## config.mk

```make
export PLATFORM = sky130hd
export DESIGN_NAME = exc_ctrl
export DESIGN_NICKNAME = d
export VERILOG_FILES = /design/src/rtl/exc_ctrl_pkg.sv /design/src/rtl/exc_ctrl_cp0_timer.sv /design/src/rtl/exc_ctrl.sv
export SDC_FILE = /design/constraint.sdc
export NUM_CORES = 1
export LEC_CHECK = 0
export CAP_MARGIN = 30
export CELL_PAD_IN_SITES_DETAIL_PLACEMENT = 0
export CELL_PAD_IN_SITES_GLOBAL_PLACEMENT = 1
export CORE_MARGIN = 5
export CORE_UTILIZATION = 30
export DETAILED_ROUTE_END_ITERATION = 6
export DONT_BUFFER_PORTS = 1
export PLACE_DENSITY = 0.58
export SLEW_MARGIN = 10
export SYNTH_ARGS = -nofsm -noshare
export SYNTH_HDL_FRONTEND = slang
export SYNTH_HIERARCHICAL = 1
export SYNTH_SLANG_ARGS = --single-unit
```

## constraint.sdc

```tcl
create_clock -name clk -period 3.8 [get_ports clk]
set_input_delay 0.57 -clock clk [delete_from_list [all_inputs] [get_ports clk]]
set_output_delay 0.57 -clock clk [all_outputs]
set_load 0.02 [all_outputs]
```

## src/rtl/exc_ctrl_pkg.sv

```systemverilog
// Shared exception codes and FSM state encodings for the MEM-stage exception controller.
package exc_ctrl_pkg;

    localparam logic [31:0] ZeroWord = 32'h0000_0000;

    localparam logic [31:0] EXC_INT  = 32'h0000_0001;
    localparam logic [31:0] EXC_SYS  = 32'h0000_0008;
    localparam logic [31:0] EXC_RI   = 32'h0000_000a;
    localparam logic [31:0] EXC_OV   = 32'h0000_000c;
    localparam logic [31:0] EXC_ERET = 32'h0000_000e;

    typedef enum logic [1:0] {
        IDLE  = 2'd0,
        FLUSH = 2'd1,
        DRAIN = 2'd2
    } excState_t;

endpackage

```

## src/rtl/exc_ctrl_cp0_timer.sv

```systemverilog
// Count/Compare match detector holding the latched timer interrupt until Compare is rewritten.
module cp0_timer (
    input  logic        clk,
    input  logic        rst,
    input  logic [31:0] count_i,
    input  logic [31:0] compare_i,
    input  logic        compare_we_i,
    output logic        timer_int_o
);

    logic r_timerInt;
    logic w_match;

    // A Compare of zero means the timer is disarmed, so it never matches.
    assign w_match = (compare_i != 32'h0) && (count_i == compare_i);

    // Software acknowledges by writing Compare; that write beats a simultaneous match.
    always_ff @(posedge clk) begin
        if (rst) begin
            r_timerInt <= 1'b0;
        end else if (compare_we_i) begin
            r_timerInt <= 1'b0;
        end else if (w_match) begin
            r_timerInt <= 1'b1;
        end
    end

    assign timer_int_o = r_timerInt;

endmodule

```

## src/rtl/exc_ctrl.sv

```systemverilog
// MEM-stage exception initiator: prioritises exceptions, drives CP0's exception port and
// issues a one-cycle flush with the redirect PC followed by a short drain window.
module exc_ctrl
    import exc_ctrl_pkg::*;
#(
    parameter logic [31:0] EXC_VECTOR   = 32'h0000_0040,
    parameter int          DRAIN_CYCLES = 2
) (
    input  logic        clk,
    input  logic        rst,
    input  logic        mem_valid_i,
    input  logic [31:0] mem_pc_i,
    input  logic        syscall_i,
    input  logic        inv_instr_i,
    input  logic        ovf_i,
    input  logic        eret_i,
    input  logic [5:0]  int_i,
    input  logic        ie_i,
    input  logic [5:0]  im_i,
    input  logic [31:0] count_i,
    input  logic [31:0] compare_i,
    input  logic        compare_we_i,
    input  logic [31:0] epc_i,
    output logic [31:0] excepttype_o,
    output logic [31:0] current_pc_o,
    output logic [5:0]  cp0_int_o,
    output logic        timer_int_o,
    output logic        exl_o,
    output logic        flush_o,
    output logic [31:0] new_pc_o
);

    localparam logic [2:0] DRAIN_LOAD = 3'(DRAIN_CYCLES - 1);

    excState_t   r_state;
    excState_t   w_nextState;
    logic [2:0]  r_drainCnt;
    logic        r_flush;
    logic        r_exl;
    logic [31:0] r_newPc;
    logic        w_timerInt;
    logic [5:0]  w_cp0Int;
    logic        w_intPend;
    logic [31:0] w_exceptType;

    cp0_timer u_timer (
        .clk          (clk),
        .rst          (rst),
        .count_i      (count_i),
        .compare_i    (compare_i),
        .compare_we_i (compare_we_i),
        .timer_int_o  (w_timerInt)
    );

    // The timer shares IP7 with external line 5, as on the classic MIPS32 core.
    assign w_cp0Int  = {w_timerInt | int_i[5], int_i[4:0]};
    assign w_intPend = ie_i & ~r_exl & (|(w_cp0Int & im_i));

    // Bubbles and the flush/drain window never raise an exception.
    always_comb begin
        w_exceptType = ZeroWord;
        if (r_state == IDLE && mem_valid_i) begin
            if (w_intPend)        w_exceptType = EXC_INT;
            else if (syscall_i)   w_exceptType = EXC_SYS;
            else if (inv_instr_i) w_exceptType = EXC_RI;
            else if (ovf_i)       w_exceptType = EXC_OV;
            else if (eret_i)      w_exceptType = EXC_ERET;
        end
    end

    always_comb begin
        w_nextState = r_state;
        case (r_state)
            IDLE:    if (w_exceptType != ZeroWord) w_nextState = FLUSH;
            FLUSH:   w_nextState = DRAIN;
            DRAIN:   if (r_drainCnt == 3'd0) w_nextState = IDLE;
            default: w_nextState = IDLE;
        endcase
    end

    always_ff @(posedge clk) begin
        if (rst) r_state <= IDLE;
        else     r_state <= w_nextState;
    end

    // ERET returns to EPC and leaves exception level; everything else enters it at the vector.
    always_ff @(posedge clk) begin
        if (rst) begin
            r_flush    <= 1'b0;
            r_exl      <= 1'b0;
            r_newPc    <= ZeroWord;
            r_drainCnt <= 3'd0;
        end else begin
            case (r_state)
                IDLE: begin
                    if (w_exceptType != ZeroWord) begin
                        r_flush <= 1'b1;
                        r_newPc <= (w_exceptType == EXC_ERET) ? epc_i : EXC_VECTOR;
                        r_exl   <= (w_exceptType != EXC_ERET);
                    end
                end
                FLUSH: begin
                    r_flush    <= 1'b0;
                    r_drainCnt <= DRAIN_LOAD;
                end
                DRAIN: begin
                    if (r_drainCnt != 3'd0) r_drainCnt <= r_drainCnt - 3'd1;
                end
                default: r_flush <= 1'b0;
            endcase
        end
    end

    assign excepttype_o = w_exceptType;
    assign current_pc_o = (w_exceptType != ZeroWord) ? mem_pc_i : ZeroWord;
    assign cp0_int_o    = w_cp0Int;
    assign timer_int_o  = w_timerInt;
    assign exl_o        = r_exl;
    assign flush_o      = r_flush;
    assign new_pc_o     = r_newPc;

endmodule

```

==> run_results.csv <==
group,metric,value,unit
sta,max_slew_margin,53.43,%
layout,drive_above_1_share,12.97,%
floorplanning,die_w,107,µm
placed_design,gp_congestion,0.8268,
layout,area_delta_synth_final,-1.241,%
sta,worstMarginPinSlew,0.6985,ns
layout,final_area,0.002788,mm²
synthesis,synth-edff-count,0,
detailed_routing,vias_per_cell,5.331,
power,p_leak,0.9046,nW
hold_path,holdPathEnd,"new_pc_o[20]",
synthesis,ys_types,43,
critical_path,critPathKind,"in2out",
detailed_routing,first_pass_iters,6,
sta,post-route-period-util,68.18,%
critical_path,critPathMaxFanout,65,
sta,final-setup-viol-count,0,
power,max-vdd-ir-drop,110.9,µV
power,seqPwrFrac,47.3,%
synthesis,yosys-top-cells-area,"dfxtp_1 (28%), buf_4 (10%), and2_1 (7.3%), o211ai_1 (5.6%), nand3_1 (5.5%)",
critical_path,r2r_slack,1.73,ns
synthesis,synth_top_family_by_area,"simple AND/OR/NAND/NOR gates",
detailed_routing,drtIter0Drc,191,
critical_path,cp.depth,4,
synthesis,synthCells,334,
placed_design,io_buffers,0,
clock_network,cts_made_buffers,5,
synthesis,synth-main-ff-cell,"dfxtp_1",
power,p_per_area,335.2,mW/mm²
clock_network,postCtsSetupBuffers,0,
hold_path,hold_path.class,"in2reg",
clock_network,cts.path.max_buffers,2,
power,p_sw_share,34.51,%
critical_path,worstPathArrival,2.02,ns
critical_path,ff2ff_path_depth,5,
detailed_routing,dr_total_vias,2287,
floorplanning,ios,254,
power,p_sw,0.3225,mW
grt,grt_pass1_vias,2419,
layout,final_cell_mix,"dfxtp_1 (40), and2_1 (33), nand3_1 (31)",
power,p_clk_share,29.9,%
synthesis,synth_area_leader_cell,"dfxtp_1",
floorplanning,die_h,107,µm
sta,final_hold_viol_count,0,
critical_path,worstPathCellList,"a222oi_1 > a31o_2 > buf_4 > nor2_1",
hold_path,hold_path_depth,1,
sta,finClkSkew,0.006581,ns
power,p_int,0.6121,mW
synthesis,syn_area,0.002823,mm²
critical_path,rr_endpoint,"new_pc_o[13]",
sta,fin_setup_tns,0,ns
sta,max_freq,0.3860,GHz
clock_network,cts.sinks,40,
clock_network,path_clk_slew,0.08,ns
sta,period_minus_slack,2.591,ns
placed_design,place_area,0.002690,mm²
detailed_routing,wl_per_cell,24.11,µm
clock_network,htreeDepth,2,
detailed_routing,drc_errors,0,
layout,mostFrequentLayoutCell,"dfxtp_1",
clock_network,clkLatencyLatePin,0.29,ns
placed_design,place.detailed.hpwl,8335,µm
synthesis,syn_area_per_cell,8.451,µm²
floorplanning,core_area,0.009196,mm²
critical_path,worstPathRequired,3.23,ns
critical_path,r2r_start,"r_state[0]",
layout,layoutNonFillerInstCount,429,
synthesis,synth_xor_area_share,9.929,%
grt,grt_max_degree,66,
placed_design,placed_cells,419,
clock_network,root_buffer,"clkbuf_8",
synthesis,muxShareOfSynthArea,0.7535,%
floorplanning,fp.dieArea,0.01145,mm²
critical_path,max_stage_delay,0.57,ns
synthesis,synth_simple_gate_area_share,22.96,%
layout,final_nets,467,
clock_network,postCtsHoldBufs,0,
hold_path,hp-start,"rst",
sta,rsz0062_at_grt,"no",
run,drv_cap,0,
synthesis,synth_compound_gate_area_share,21.63,%
outcome,outcome,"completed",
synthesis,ys_seq_area_share,28.37,%
sta,finalMaxSlewViolations,0,
clock_network,cts-resized-gates,0,
grt,grt_first_pass_wirelength,15150,µm
synthesis,yosysWarningCount,6,
floorplanning,start_util,30.69,%
critical_path,critPathLaunchType,"primary input",
synthesis,ys_seq_elements,40,
grt,grt_use_total,17.36,%
grt,antenna_found_initial,2,
synthesis,yosysTopAreaCellShare,28.37,%
synthesis,async_reset_ff_share,0,%
critical_path,cp_top_family,"compound AO/OA/AOI/OAI gates",
floorplanning,num_rows,35,
clock_network,cts_tree,"built",
power,p_comb_share,22.8,%
grt,grt_overflow_total,0,
detailed_routing,ant_nets,0,
critical_path,endpoint_kind,"output pin",
critical_path,cp_slowest_cell,"buf_4",
critical_path,cp.buffers_inverters,1,
synthesis,post_synth_fa_ha_maj_area_fraction,0.8865,%
detailed_routing,wl,10340,µm
==> synth_stat cells (2+ instances only) <==
cell type / number
dfxtp_1: 40
buf_4: 39
and2_1: 33
nand3_1: 31
a21oi_1: 26
o211ai_1: 21
xnor2_1: 17
xor2_1: 15
nor4_1: 12
a21oi_2: 11
o211ai_2: 10
nand2_1: 9
nor2_1: 9
buf_2: 7
clkbuf_1: 7
nand4_1: 7
buf_6: 4
inv_1: 4
nand2b_1: 4
o21ai_0: 3
ha_1: 2
nor3_1: 2
==> cells by family after synthesis <==
| kind of cell | Yosys count |
|---|---|
| adder cells (fa/ha/maj) | 2 |
| XOR/XNOR | 32 |
| AND/OR/NAND/NOR | 113 |
| buffers and inverters | 63 |
| AO/OA/AOI/OAI | 81 |
| other | 1 |
| flip-flops | 40 |
| multiplexers | 2 |
==> worst max-delay path by stage <==
stage | start | endpoint | slack, ns
2_1_floorplan | int_i[0] | excepttype_o[1] | 1.38
4_1_cts | u_timer/timer_int_o | current_pc_o[8] | 0.84
3_3_place_gp | int_i[5] | current_pc_o[0] | 1.20
5_1_grt | int_i[0] | excepttype_o[0] | 1.08
6_report | int_i[0] | excepttype_o[0] | 1.21
3_5_place_dp | int_i[5] | current_pc_o[8] | 1.13
==> power by group through the flow <==
stage | logic, mW | registers (mW) | clock network (mW)
2_1_floorplan | 0.233 | 0.447 | 0
3_3_place_gp | 0.210 | 0.453 | 0
3_5_place_dp | 0.212 | 0.453 | 0
4_1_cts | 0.213 | 0.443 | 0.298
5_1_grt | 0.235 | 0.444 | 0.318
6_report | 0.213 | 0.442 | 0.279
==> worst reg2reg max path, delay by kind of cell (launching register included) <==
| family | cells | cell delay [ns] |
|---|---|---|
| buf+inv | 1 | 0.35 |
| compound gates | 1 | 0.15 |
| flops | 1 | 0.43 |
| simple gates | 3 | 1.07 |
==> layout make-up <==
type	instances	area (µm²)
diodes	2	5.005
well taps	111	138.9
multi-input cells	258	1690
inverters	4	15.01
clock buffers	5	68.82
repair buffers	7	56.30
flip-flops and latches	40	800.8
fillers	1013	6409
clock inverters	2	12.51
==> metrics by stage <==
stage               hold WS (ns)  power, mW  worst slack, ns  utilization, %
floorplan                 0.4496     0.6796            1.376               -
global placement          0.4587     0.6629            1.201           29.25
detailed placement        0.4622     0.6650            1.131           29.25
CTS                       0.3275     0.9539           0.8391           30.14
global route              0.3152     0.9978            1.078           30.31
finish                    0.3462     0.9345            1.209           30.31
==> layer usage <==
| metal | wire [µm] | GRT usage, % |
|---|---|---|
| met5 | 0 | 0 |
| met4 | 85 | 4.566 |
| met3 | 756 | 5.659 |
| met2 | 5663 | 31.03 |
| met1 | 3836 | 19.83 |
==> flip-flops by register name, summed over array words and instances (netlist names) <==
register and count:
r_state 2, flush_o 1, exl_o 1, new_pc_o 32, u_timer/timer_int_o 1, r_drainCnt 3
(Power assumes the default switching activity.)
